==> src/rtl/pipe_hazard_ctrl.sv <==
// pipe_hazard_ctrl: stall/flush sequencer for the 5-stage pipeline.
// Generates the pipeline register enables and clears and the PC enable from
// Tuse/Tnew data hazards, HI/LO unit occupancy and eret-vs-mtc0 EPC ordering.
// Also broadcasts the exception flush and counts stall cycles.
//
// MD FSM states
//   state   | meaning
//   MD_IDLE | HI/LO unit free; a mult/div start in E may load the counter
//   MD_BUSY | HI/LO unit computing; md_cnt holds the remaining busy cycles
module pipe_hazard_ctrl #(
    parameter int unsigned MULT_CYC = 5,
    parameter int unsigned DIV_CYC  = 10
) (
    input  logic        clk,
    input  logic        reset,
    input  logic [4:0]  D_rs,
    input  logic [4:0]  D_rt,
    input  logic [1:0]  D_tuseRs,
    input  logic [1:0]  D_tuseRt,
    input  logic [4:0]  E_wa,
    input  logic [1:0]  E_tnew,
    input  logic [4:0]  M_wa,
    input  logic [1:0]  M_tnew,
    input  logic        D_isMD,
    input  logic        E_mdStart,
    input  logic        E_mdIsDiv,
    input  logic        D_eret,
    input  logic        E_mtcEPC,
    input  logic        M_mtcEPC,
    input  logic        Req,
    output logic        pcEn,
    output logic        FD_en,
    output logic        DE_en,
    output logic        EM_en,
    output logic        MW_en,
    output logic        FD_clr,
    output logic        DE_clr,
    output logic        EM_clr,
    output logic        MW_clr,
    output logic        flushReq,
    output logic        mdBusy,
    output logic [31:0] stallCnt
);

    typedef enum logic {
        MD_IDLE = 1'b0,
        MD_BUSY = 1'b1
    } md_state_t;

    // Counter holds busy cycles remaining after the start cycle, hence the -1.
    localparam logic [3:0] MULT_LOAD = 4'(MULT_CYC - 1);
    localparam logic [3:0] DIV_LOAD  = 4'(DIV_CYC - 1);

    md_state_t  md_state, md_state_nxt;
    logic [3:0] md_cnt, md_cnt_nxt;
    logic [3:0] md_load;
    logic       md_start;
    logic       haz_rs, haz_rt;
    logic       stall_md, stall_eret;
    logic       stall;

    // An exception in the start cycle kills the mult/div, so it never loads.
    assign md_start = (md_state == MD_IDLE) & E_mdStart & ~Req;
    assign md_load  = E_mdIsDiv ? DIV_LOAD : MULT_LOAD;
    assign mdBusy   = md_start | (md_state == MD_BUSY);

    assign haz_rs = (D_rs != 5'd0) &
                    (((E_wa == D_rs) & (E_tnew > D_tuseRs)) |
                     ((M_wa == D_rs) & (M_tnew > D_tuseRs)));
    assign haz_rt = (D_rt != 5'd0) &
                    (((E_wa == D_rt) & (E_tnew > D_tuseRt)) |
                     ((M_wa == D_rt) & (M_tnew > D_tuseRt)));

    assign stall_md   = D_isMD & mdBusy;
    assign stall_eret = D_eret & (E_mtcEPC | M_mtcEPC);
    assign stall      = (haz_rs | haz_rt | stall_md | stall_eret) & ~Req;

    // MD state and counter registers.
    always_ff @(posedge clk or posedge reset) begin
        if (reset) begin
            md_state <= MD_IDLE;
            md_cnt   <= 4'd0;
        end else begin
            md_state <= md_state_nxt;
            md_cnt   <= md_cnt_nxt;
        end
    end

    // MD next state: load on start, count down while busy. A committed op keeps
    // running through an exception, so Req does not touch the BUSY path.
    always_comb begin
        md_state_nxt = md_state;
        md_cnt_nxt   = md_cnt;
        unique case (md_state)
            MD_IDLE: begin
                if (md_start) begin
                    md_cnt_nxt   = md_load;
                    md_state_nxt = (md_load != 4'd0) ? MD_BUSY : MD_IDLE;
                end
            end
            MD_BUSY: begin
                if (md_cnt <= 4'd1) begin
                    md_cnt_nxt   = 4'd0;
                    md_state_nxt = MD_IDLE;
                end else begin
                    md_cnt_nxt   = md_cnt - 4'd1;
                end
            end
            default: begin
                md_cnt_nxt   = 4'd0;
                md_state_nxt = MD_IDLE;
            end
        endcase
    end

    // Pipeline control: exception flush beats stall, stall freezes F/D and bubbles D/E.
    always_comb begin
        pcEn     = 1'b1;
        FD_en    = 1'b1;
        DE_en    = 1'b1;
        EM_en    = 1'b1;
        MW_en    = 1'b1;
        FD_clr   = 1'b0;
        DE_clr   = 1'b0;
        EM_clr   = 1'b0;
        MW_clr   = 1'b0;
        flushReq = 1'b0;
        if (Req) begin
            flushReq = 1'b1;
        end else if (stall) begin
            pcEn   = 1'b0;
            FD_en  = 1'b0;
            DE_clr = 1'b1;
        end
    end

    // Stall cycle counter, free-running wrap.
    always_ff @(posedge clk or posedge reset) begin
        if (reset) begin
            stallCnt <= 32'd0;
        end else if (stall) begin
            stallCnt <= stallCnt + 32'd1;
        end
    end

endmodule

==> config.mk <==
export PLATFORM = sky130hd
export DESIGN_NAME = pipe_hazard_ctrl
export DESIGN_NICKNAME = d
export VERILOG_FILES = /design/src/rtl/pipe_hazard_ctrl.sv
export SDC_FILE = /design/constraint.sdc
export NUM_CORES = 1
export LEC_CHECK = 0
export CAP_MARGIN = 25
export CORE_UTILIZATION = 45
export CTS_BUF_LIST = sky130_fd_sc_hd__clkbuf_4
export DETAILED_ROUTE_END_ITERATION = 8
export PLACE_DENSITY = 0.84
export SYNTH_ARGS = -nofsm -noshare
export SYNTH_HDL_FRONTEND = slang
export SYNTH_SLANG_ARGS = --single-unit
==> constraint.sdc <==
create_clock -name clk -period 6.34 [get_ports clk]
set_input_delay 1.268 -clock clk [delete_from_list [all_inputs] [get_ports clk]]
set_output_delay 1.268 -clock clk [all_outputs]
set_load 0.1 [all_outputs]
# [After elaboration in Yosys (flattened, before gate mapping)]
# Cells that the tools add are included.
[classes] n_eq_ne=5 n_mux=13 bitwise=20 reduce_logical=3 magnitude_cmp=5 addsub=2
[op_table] operator="$add A32 B1 Y32 const B" count=1
[op_table] operator="$eq A5 B5 Y1" count=4
[op_table] operator="$mux W4" count=3
[op_table] operator="$and A1 B1 Y1" count=11
[op_table] operator="$reduce_bool A5 Y1" count=2
[op_table] operator="$gt A2 B2 Y1" count=4
[op_table] operator="$mux W1" count=8
[op_table] operator="$pmux W4 S2" count=1
[op_table] operator="$or A1 B1 Y1" count=7
[op_table] operator="$le A4 B1 Y1 const B" count=1
[op_table] operator="$reduce_bool A4 Y1" count=1
[op_table] operator="$sub A4 B1 Y4 const B" count=1
[op_table] operator="$ne A2 B2 Y1 const B" count=1
[op_table] operator="$not A1 Y1" count=2
[op_table] operator="$pmux W1 S2" count=1
[totals] inputBits=37 ff_bits=37 output_inout_bits=43 wordCells=51

# [Depth between registers and ports, before layout]
# Gate-level depths: netlist (run 1).
[depth] depth_word=10 ltp_mapped=10 depth_no_buf=9

# [Worst setup path after synthesis (run 1)]
# OpenSTA, ideal clock, no wires.
[synth_timing] kind="input-to-output" start="in D_tuseRt[1]" end="out pcEn" path_buffers=1 path_slack_ns=0.633 arrival_ns=4.439 required_ns=5.072 path_stages=10 cell_sequence="inv_1 > ha_1 > nand2_1 > nand4_1 > nor4_1 > o22ai_1 > and3_4 > nor2_2 > inv_1 > buf_4"
[synth_between] elab_chain_cells=10 word_cells_on_any_way=12 cone_classes="2 x order compare; 2 x mux; 8 x bitwise"
[synth_lines] item="start: declaration" line_no="19" source="input logic [1:0] D_tuseRt,"
[synth_lines] item="$gt A2 B2 Y1, on equally long branches" line_no="71, 72"
[synth_lines] item="$and A1 B1 Y1, on equally long branches" line_no="71, 72"
[synth_lines] item="$or A1 B1 Y1 *" line_no="71" source="(((E_wa == D_rt) & (E_tnew > D_tuseRt)) |"
[synth_lines] item="$and A1 B1 Y1 *" line_no="70" source="assign haz_rt = (D_rt != 5'd0) &"
[synth_lines] item="$or A1 B1 Y1 * (3 in a row)" line_no="76" source="assign stall = (haz_rs | haz_rt | stall_md | stall_eret) & ~Req;"
[synth_lines] item="$and A1 B1 Y1 *" line_no="76"
[synth_lines] item="$mux W1 * (2 in a row)"
[synth_lines] item="end: declaration" line_no="31" source="output logic pcEn,"
# Mark *: on every way between the ends. The rest lies on a longest branch, timed or not.

# [Worst setup path in the final report (run 1)]
[layout_timing] start="in Req" end="out FD_en"
[layout_between] elab_chain_cells=9
[layout_lines] item="start: declaration" line_no="30" source="input logic Req,"
[layout_lines] item="$not A1 Y1" line_no="63, 76"
[layout_lines] item="$and A1 B1 Y1" line_no="63" source="assign md_start = (md_state == MD_IDLE) & E_mdStart & ~Req;"
[layout_lines] item="$or A1 B1 Y1" line_no="65" source="assign mdBusy = md_start | (md_state == MD_BUSY);"
[layout_lines] item="$and A1 B1 Y1" line_no="74" source="assign stall_md = D_isMD & mdBusy;"
[layout_lines] item="$or A1 B1 Y1 (2 in a row)" line_no="76"
[layout_lines] item="$and A1 B1 Y1" line_no="76"
[layout_lines] item="$mux W1" line_no="130" source="end else if (stall) begin"
[layout_lines] item="$mux W1 *" line_no="128" source="if (Req) begin"
[layout_lines] item="end: declaration" line_no="32" source="output logic FD_en,"
# Marks and branches as above.

==> impl_metrics.yaml, run 1 <==
setup_path:
  r2r-end: "stallCnt[26]"
  start_kind: "primary input"
  critPathCapture: "FD_en"
  cp.required_ns: 5.07
  timing.setup.critical_path_class: "in2out"
  crit_path_end_kind: "output pin"
  reg2reg_slack_ns: 4.10
  worstReg2RegStart: "stallCnt[2]"
  crit_chain: "clkdlybuf4s50_1 > inv_2 > a21oi_2 > inv_2 > a21oi_1 > and3_4 > nor2_2 > inv_1 > buf_4"
  crit_fanout: 13
  r2r_cells: 6
  cpPeakStageDelay_ns: 0.72
  cp.arrival_ns: 3.58
  slowest_stage: "clkdlybuf4s50_1"
  startpoint: "Req"
  crit_path_frequent_cell: "inv_2"
layout:
  area_delta_synth_final_pct: 36.8
  final_common_cell: "clkdlybuf4s50_1"
  regArea_um2: 926
  final_cell_mix: "70 x clkdlybuf4s50_1, 37 x dfrtp_1, 31 x xnor2_1, 20 x xor2_1, 18 x nand4_1"
  fin_nets: 358
  final_area_um2: 3180
  n_antenna_cell: 0
  drive_gt1_share_pct: 9.00
  fillers: 391
  final_cells: 378
  multiInputGateArea_um2: 1280
global_route:
  grt_pass1_wl_mm: 8.63
  grt_start_max_net_pins: 38
  grt_pass1_vias: 1975
  grt_usage_pct: 20.7
  antenna_found_initial: 0
  overflow: 0
drt:
  drtPass1Iterations: 4
  met3_length_um: 291
  drt-met1-wl_mm: 2.23
  vias: 1969
  drt-wirelength-per-cell_um: 13.8
  route.met2.wl_mm: 2.61
  routed.top_layer: "met4"
  first_iter_violations: 138
  ant_nets: 0
  wirelength_mm: 5.22
  via_per_inst: 5.21
  remaining_drc_errors: 0
floorplanning:
  core-area_um2: 4850
  initial_utilization_pct: 48.0
  io_pins: 80
  die_y_um: 73.9
  dieArea_um2: 5460
  dieWidth_um: 73.9
  rows: 25
clock_network:
  clk_pin_slew_ns: 0.12
  cts_buffers: 5
  clock_path_buffers: 2
  post_cts_resize_count: 0
  post-cts-setup-buffers: 0
  worstSkewPairLatency_ns: 0.35
  cts_root_buf: "clkbuf_4"
  cts_sinks: 37
  cts_tree: "built"
  h-tree-depth: 2
  hold_buffers: 0
power_and_ir_drop:
  sw_frac_of_total_pct: 46.4
  internal_power_mw: 0.526
  vdd_drop_max_mv: 0.155
  p_leak_nw: 1.37
  clockPowerShare_pct: 20.9
  seqPwrFrac_pct: 32.1
  p_sw_mw: 0.456
  comb_power_share_pct: 47.0
  powerDensity_nw_per_um2: 309
synthesis:
  synthFlopType: "dfrtp_1"
  ys_ff_latch: 37
  yosysWarnings: 0
  syn_inst: 236
  synth_top_area_share_pct: 39.8
  yosys-top-cells-area: "dfrtp_1 40%, xnor2_1 12%, xor2_1 7.5%"
  synthArstFlopShare_pct: 100
  yosysTopAreaCell: "dfrtp_1"
  seq_area_frac_synth_pct: 39.8
  synth-edff-count: 0
  yosysUniqueCellTypes: 41
  syn-mean-instance-area_um2: 9.86
  syn_area_um2: 2330
placed_design:
  post_dp_cell_area_um2: 3080
  gp_congestion: 0.853
  dp_cells: 370
  hpwl_mm: 4.13
  port_buffers: 73
sta:
  skew_ns: 0.00715
  finalCritPeriodShare_pct: 76.4
  slew_viol_final: 0
  grt_setup_unrepaired: "no"
  tightest_slew_ns: 0.988
  fmax_mhz: 206
  slew_headroom_pct: 33.9
  tns_ns: 0
  final-setup-viol-count: 0
  hold_viol: 0
  period_needed_ns: 4.85
outcome:
  status: "finished clean"
flow_run:
  maxCapViolations: 0
hold_path:
  min_path_type: "reg2reg"
[final cells by class]
type                            count  area share, %
Timing Repair Buffer               75           23.2
Clock inverter                      3           2.04
Tap cell                           67           2.63
Inverter                           15           1.77
Sequential cell                    37           29.1
Clock buffer                        5           1.18
Multi-Input combinational cell    176           40.1
[worst min path at each step]
| stage | start | end | slack (ns) | depth (start not counted) |
|---|---|---|---|---|
| 6_report | stallCnt[31] | stallCnt[31] | 0.49 | 1 |
| 5_1_grt | stallCnt[31] | stallCnt[31] | 0.50 | 1 |
| 4_1_cts | stallCnt[31] | stallCnt[31] | 0.49 | 1 |
| 3_5_place_dp | stallCnt[31] | stallCnt[31] | 0.47 | 1 |
| 3_3_place_gp | stallCnt[31] | stallCnt[31] | 0.46 | 1 |
| 2_1_floorplan | md_cnt[2] | md_cnt[2] | 0.52 | 2 |
[per-stage QoR]
step	utilization, %	total power, mW	hold slack, ns	setup WS [ns]
floorplan	-	0.667	0.517	0.633
global placement	63.5	0.772	0.461	1.54
detailed placement	63.5	0.784	0.468	1.48
CTS	65.7	0.986	0.489	1.48
global route	65.7	1.03	0.496	1.31
finish	65.7	0.982	0.486	1.49
[critical path, delay by kind of cell]
| kind | cells | cell delay, ns |
|---|---|---|
| compound gates | 2 | 0.55 |
| simple gates | 2 | 0.47 |
| buf+inv | 5 | 1.29 |
[flip-flops by register name, summed over array words and instances, names as in the netlist]
register and flops:
stallCnt 32, md_cnt 4, md_state 1
[power by group through the flow]
stage | logic, mW | registers, mW | clock network [mW]
global placement | 0.453 | 0.319 | 0
global route | 0.494 | 0.322 | 0.215
CTS | 0.465 | 0.315 | 0.206
finish | 0.461 | 0.315 | 0.205
detailed placement | 0.464 | 0.320 | 0
floorplan | 0.203 | 0.464 | 0
[cell families (layout without fill, tap and decap cells)]
| family | after synthesis | count (layout) | share of synthesized area (%) |
|---|---|---|---|
| adders and majority gates | 11 | 11 | 5.91 |
| and+or+nand+nor | 87 | 87 | 23.2 |
| AOI/OAI and AO/OA | 20 | 20 | 5.05 |
| muxes | 1 | 1 | 0.484 |
| buffers and inverters | 27 | 98 | 6.02 |
| xor gates and xnor gates | 51 | 51 | 19.2 |
| DFF | 37 | 37 | 39.8 |
| other | 2 | 6 | 0.323 |
[routing by layer]
layer  up-vias  track usage, %
met2        65            35.2
li1        950               -
met1       946            25.1
met5         -               0
met4         0            7.05
met3         8            5.90
[synth_stat cells, types with 5 or more instances]
cell type  number
xnor2_1        31
and3_1          5
a21oi_1         7
nand3_1         9
ha_1           11
nand2_1        15
dfrtp_1        37
o21ai_0         5
buf_4           8
nand4_1        18
inv_1          13
nor2_1         11
xor2_1         20
Note: power is estimated with default switching activity, not from simulation.
==> run 2, diff against run 1 <==
==> constraint.sdc (replaced) <==
create_clock -name clk -period 4.9 [get_ports clk]
set_input_delay 0.98 -clock clk [delete_from_list [all_inputs] [get_ports clk]]
set_output_delay 0.98 -clock clk [all_outputs]
set_load 0.1 [all_outputs]
==> run 2 against run 1 <==
Die area is the same. Routed wire length grew 2.1%. Largest cell class unchanged. Critical endpoint unchanged. First-iteration DRC count shrank 5.1%. Register-to-register slack lost 1.5 ns.
==> impl_metrics.yaml, run 2 (same netlist as run 1, synthesis figures left out) <==
power_and_ir_drop:
  vdd_drop_max_mv: 0.191
  powerDensity_nw_per_um2: 385
  p_leak_nw: 1.38
drt:
  vias: 2025
  first_iter_violations: 131
  remaining_drc_errors: 0
  wirelength_mm: 5.34
  drtPass1Iterations: 4
  ant_nets: 0
  drt-wirelength-per-cell_um: 14.1
  via_per_inst: 5.36
global_route:
  grt_usage_pct: 21.0
  grt_pass1_vias: 1929
  grt_pass1_wl_mm: 8.74
  overflow: 0
  grt_start_max_net_pins: 38
  antenna_found_initial: 0
placed_design:
  gp_congestion: 0.843
  hpwl_mm: 4.15
  post_dp_cell_area_um2: 3120
  dp_cells: 370
  port_buffers: 73
sta:
  grt_setup_unrepaired: "no"
  slew_viol_final: 0
  hold_viol: 0
  final-setup-viol-count: 0
  period_needed_ns: 4.31
  tns_ns: 0
  holdWs_ns: 0.477
  skew_ns: 0.0142
  slew_headroom_pct: 33.3
  finalCritPeriodShare_pct: 88.0
  tightest_slew_ns: 0.997
  fmax_mhz: 232
clock_network:
  cts_buffers: 5
  cts_sinks: 37
  post_cts_resize_count: 0
  post-cts-setup-buffers: 0
  worstSkewPairLatency_ns: 0.34
  cts_tree: "built"
  hold_buffers: 0
  clk_pin_slew_ns: 0.11
  clock_path_buffers: 2
  cts_root_buf: "clkbuf_4"
  h-tree-depth: 2
layout:
  final_common_cell: "clkdlybuf4s50_1"
  regMostFlops: "stallCnt"
  final_cells: 378
  largest_register_ffs: 32
  final_core_util_pct: 65.9
  drive_gt1_share_pct: 9.32
  final_cell_mix: "68 x clkdlybuf4s50_1, 37 x dfrtp_1, 31 x xnor2_1, 20 x xor2_1, 18 x nand4_1"
  final_area_um2: 3200
  top_regs: "stallCnt x32, md_cnt x4, md_state x1"
  area_delta_synth_final_pct: 37.4
  fin_nets: 358
  n_antenna_cell: 0
setup_path:
  cp.required_ns: 3.92
  crit_fanout: 13
  cp.arrival_ns: 3.33
  crit_path_end_kind: "output pin"
  timing.setup.critical_path_class: "in2out"
  start_kind: "primary input"
hold_path:
  min_path_type: "reg2reg"
floorplanning:
  dieWidth_um: 73.9
  die_y_um: 73.9
  rows: 25
  initial_utilization_pct: 48.0
  core-area_um2: 4850
  io_pins: 80
  dieArea_um2: 5460
flow_run:
  maxCapViolations: 0
outcome:
  status: "finished clean"
[run 2: cell types whose count changed in the layout (fill, tap and decap cells not counted)]
cell and delta:
buf_12 +3, buf_4 -1, bufinv_16 -1, clkbuf_4 +1, clkdlybuf4s50_1 -2, clkinv_1 +1
clkinv_2 -1, nor2_2 -1, nor2_4 +1
[run 2: stage by stage]
step | worst slack (ns) | total power, mW
final | 0.589 | 1.23
after floorplan | 0.297 | 0.864
after detailed placement | 0.597 | 1.02
after CTS | 0.597 | 1.24
after global routing | 0.459 | 1.30
after global placement | 0.629 | 1.01
[run 2: power by group]
group	total, mW	switching [mW]	internal, mW
clock network	0.214	0.103	0.112
logic	0.608	0.431	0.177
registers	0.410	0.0563	0.353
total	1.23	0.590	0.642
[run 2: worst paths after layout]
| kind | from | to | slack (ns) | depth (start not counted) |
|---|---|---|---|---|
| setup / recovery | Req | FD_en | 0.59 | 9 |
| max in group asynchronous | reset | md_cnt[1] | 3.54 | 3 |
| setup reg to reg | stallCnt[2] | stallCnt[26] | 2.63 | 6 |
| min in group asynchronous | reset | md_cnt[2] | 1.03 | 3 |
| hold / removal | stallCnt[31] | stallCnt[31] | 0.48 | 1 |
| hold reg to reg | stallCnt[31] | stallCnt[31] | 0.48 | 1 |
[run 2: final cells by class]
type / count / area, µm²
clock buffers: 6 / 45.0
clock inverters: 2 / 33.8
fillers: 388 / 1650
inverters: 15 / 56.3
multi-input cells: 176 / 1280
flip-flops and latches: 37 / 926
well taps: 67 / 83.8
repair buffers: 75 / 771
[run 2: per-layer routing]
layer | vias to the layer above | track usage [%] | wire length (µm)
met5 | - | 0 | 0
met4 | 0 | 7.69 | 121
met3 | 15 | 5.21 | 379
met2 | 94 | 36.0 | 2700
met1 | 962 | 25.4 | 2140
li1 | 954 | - | -
[run 2: critical path, cell delays in order]
cell,delay [ns]
clkdlybuf4s50_1,0.74
inv_2,0.09
a21oi_2,0.27
inv_2,0.10
a21oi_1,0.29
and3_4,0.39
nor2_4,0.08
inv_1,0.17
buf_12,0.20
==> run 3, diff against run 2 <==
--- a/config.mk
+++ b/config.mk
@@ -7,7 +7,7 @@
 export LEC_CHECK = 0
 export CAP_MARGIN = 25
 export CORE_UTILIZATION = 45
-export CTS_BUF_LIST = sky130_fd_sc_hd__clkbuf_4
+export CTS_BUF_LIST = sky130_fd_sc_hd__clkbuf_8
 export DETAILED_ROUTE_END_ITERATION = 8
 export PLACE_DENSITY = 0.84
 export SYNTH_ARGS = -nofsm -noshare
==> run 3 against run 2 <==
Global-route usage up 0.37 points. Combinational power about the same. Die area unchanged. Critical path depth unchanged. Sequential power about the same. Fmax up 0.46%. Setup slack better by 0.020 ns. Routed wire length about the same. Power up 4.8%. Largest power group unchanged.
==> impl_metrics.yaml, run 3 (same netlist as run 1, synthesis figures left out) <==
floorplanning:
  die_y_um: 73.9
  initial_utilization_pct: 48.0
  io_pins: 80
  dieArea_um2: 5460
  dieWidth_um: 73.9
  rows: 25
  core-area_um2: 4850
layout:
  fin_nets: 358
  fillers: 378
  area_delta_synth_final_pct: 39.0
  final_cells: 378
  top_regs: "stallCnt x32, md_cnt x4, md_state x1"
  drive_gt1_share_pct: 9.32
  final_area_um2: 3230
  n_antenna_cell: 0
  regMostFlops: "stallCnt"
  final_common_cell: "clkdlybuf4s50_1"
  final_cell_mix: "68 x clkdlybuf4s50_1, 37 x dfrtp_1, 31 x xnor2_1, 20 x xor2_1, 18 x nand4_1"
  largest_register_ffs: 32
placed_design:
  port_buffers: 73
  gp_congestion: 0.843
  hpwl_mm: 4.15
  post_dp_cell_area_um2: 3120
  dp_cells: 370
drt:
  ant_nets: 0
  wirelength_mm: 5.34
  remaining_drc_errors: 0
  via_per_inst: 5.30
  first_iter_violations: 145
  vias: 2004
  drt-wirelength-per-cell_um: 14.1
  drtPass1Iterations: 4
clock_network:
  hold_buffers: 0
  cts_tree: "built"
  cts_sinks: 37
  clk_pin_slew_ns: 0.07
  post_cts_resize_count: 0
  cts_buffers: 5
  cts_root_buf: "clkbuf_8"
  worstSkewPairLatency_ns: 0.29
  h-tree-depth: 2
  clock_path_buffers: 2
  post-cts-setup-buffers: 0
setup_path:
  crit_path_frequent_cell: "inv_2"
  cp.required_ns: 3.92
  crit_path_end_kind: "output pin"
  crit_fanout: 13
  cp.arrival_ns: 3.31
  crit_chain: "clkdlybuf4s50_1 > inv_2 > a21oi_2 > inv_2 > a21oi_1 > and3_4 > nor2_4 > inv_1 > buf_12"
  start_kind: "primary input"
  slowest_stage: "clkdlybuf4s50_1"
  timing.setup.critical_path_class: "in2out"
  cpPeakStageDelay_ns: 0.75
power_and_ir_drop:
  p_leak_nw: 1.40
  p_sw_mw: 0.595
  internal_power_mw: 0.695
  clockPowerShare_pct: 21.1
  seqPwrFrac_pct: 31.7
  powerDensity_nw_per_um2: 399
  p_total_mw: 1.29
  comb_power_share_pct: 47.2
  vdd_drop_max_mv: 0.208
  sw_frac_of_total_pct: 46.1
sta:
  slew_headroom_pct: 33.3
  final-setup-viol-count: 0
  period_needed_ns: 4.29
  holdWs_ns: 0.472
  hold_viol: 0
  grt_setup_unrepaired: "no"
  finalCritPeriodShare_pct: 87.6
  skew_ns: 0.00412
  tightest_slew_ns: 0.997
  fmax_mhz: 233
  tns_ns: 0
  slew_viol_final: 0
global_route:
  grt_usage_pct: 21.3
  antenna_found_initial: 0
  overflow: 0
  grt_start_max_net_pins: 38
  grt_pass1_vias: 1940
  grt_pass1_wl_mm: 8.84
hold_path:
  min_path_type: "reg2reg"
outcome:
  status: "finished clean"
flow_run:
  maxCapViolations: 0
==> run 3: changes by cell type in the layout (fill, tap and decap cells not counted) <==
cell / previous run / this run
inv_1: 13 / 14
clkinv_1: 1 / 0
clkbuf_8: 0 / 6
clkbuf_4: 6 / 0
==> run 3: area by class of cell <==
type                            instances  area [µm²]  area share, %
Multi-Input combinational cell        176        1280           39.6
Sequential cell                        37         926           28.6
Timing Repair Buffer                   75         771           23.8
Tap cell                               67        83.8           2.59
Clock buffer                            6        82.6           2.55
Inverter                               15        56.3           1.74
Clock inverter                          2        33.8           1.04
==> run 3: through the flow <==
stage,utilization (%),setup WS [ns]
finish,66.7,0.609
global route,66.7,0.462
global placement,64.3,0.629
detailed placement,64.3,0.597
floorplan,-,0.297
CTS,66.7,0.607
==> run 3: worst paths after layout <==
kind	depth (start not counted)	slack, ns	start	to
setup / recovery	9	0.61	Req	FD_en
hold / removal	1	0.47	stallCnt[31]	stallCnt[31]
setup reg to reg	6	2.65	stallCnt[2]	stallCnt[26]
hold reg to reg	1	0.47	stallCnt[31]	stallCnt[31]
max in group asynchronous	3	3.48	reset	stallCnt[20]
min in group asynchronous	3	1.10	reset	stallCnt[16]
==> run 3: layer usage <==
metal / up-vias / share of wire, % / GRT usage (%)
met4: 0 / 2.2 / 8.12
met3: 12 / 5.6 / 5.76
met1: 966 / 41 / 25.7
met2: 73 / 51 / 36.3
li1: 953 / - / -
met5: - / 0 / 0
==> run 3: critical path, delay by kind of cell <==
family / cells / cell delay (ns)
AND/OR/NAND/NOR: 2 / 0.47
buffers and inverters: 5 / 1.31
AO/OA/AOI/OAI: 2 / 0.55
==> run 3: power groups by stage <==
| stage | Sequential, mW | Combinational (mW) | Clock [mW] |
|---|---|---|---|
| CTS | 0.409 | 0.611 | 0.279 |
| global placement | 0.412 | 0.598 | 0 |
| finish | 0.409 | 0.609 | 0.272 |
| floorplan | 0.600 | 0.264 | 0 |
| detailed placement | 0.414 | 0.610 | 0 |
| global route | 0.418 | 0.649 | 0.288 |
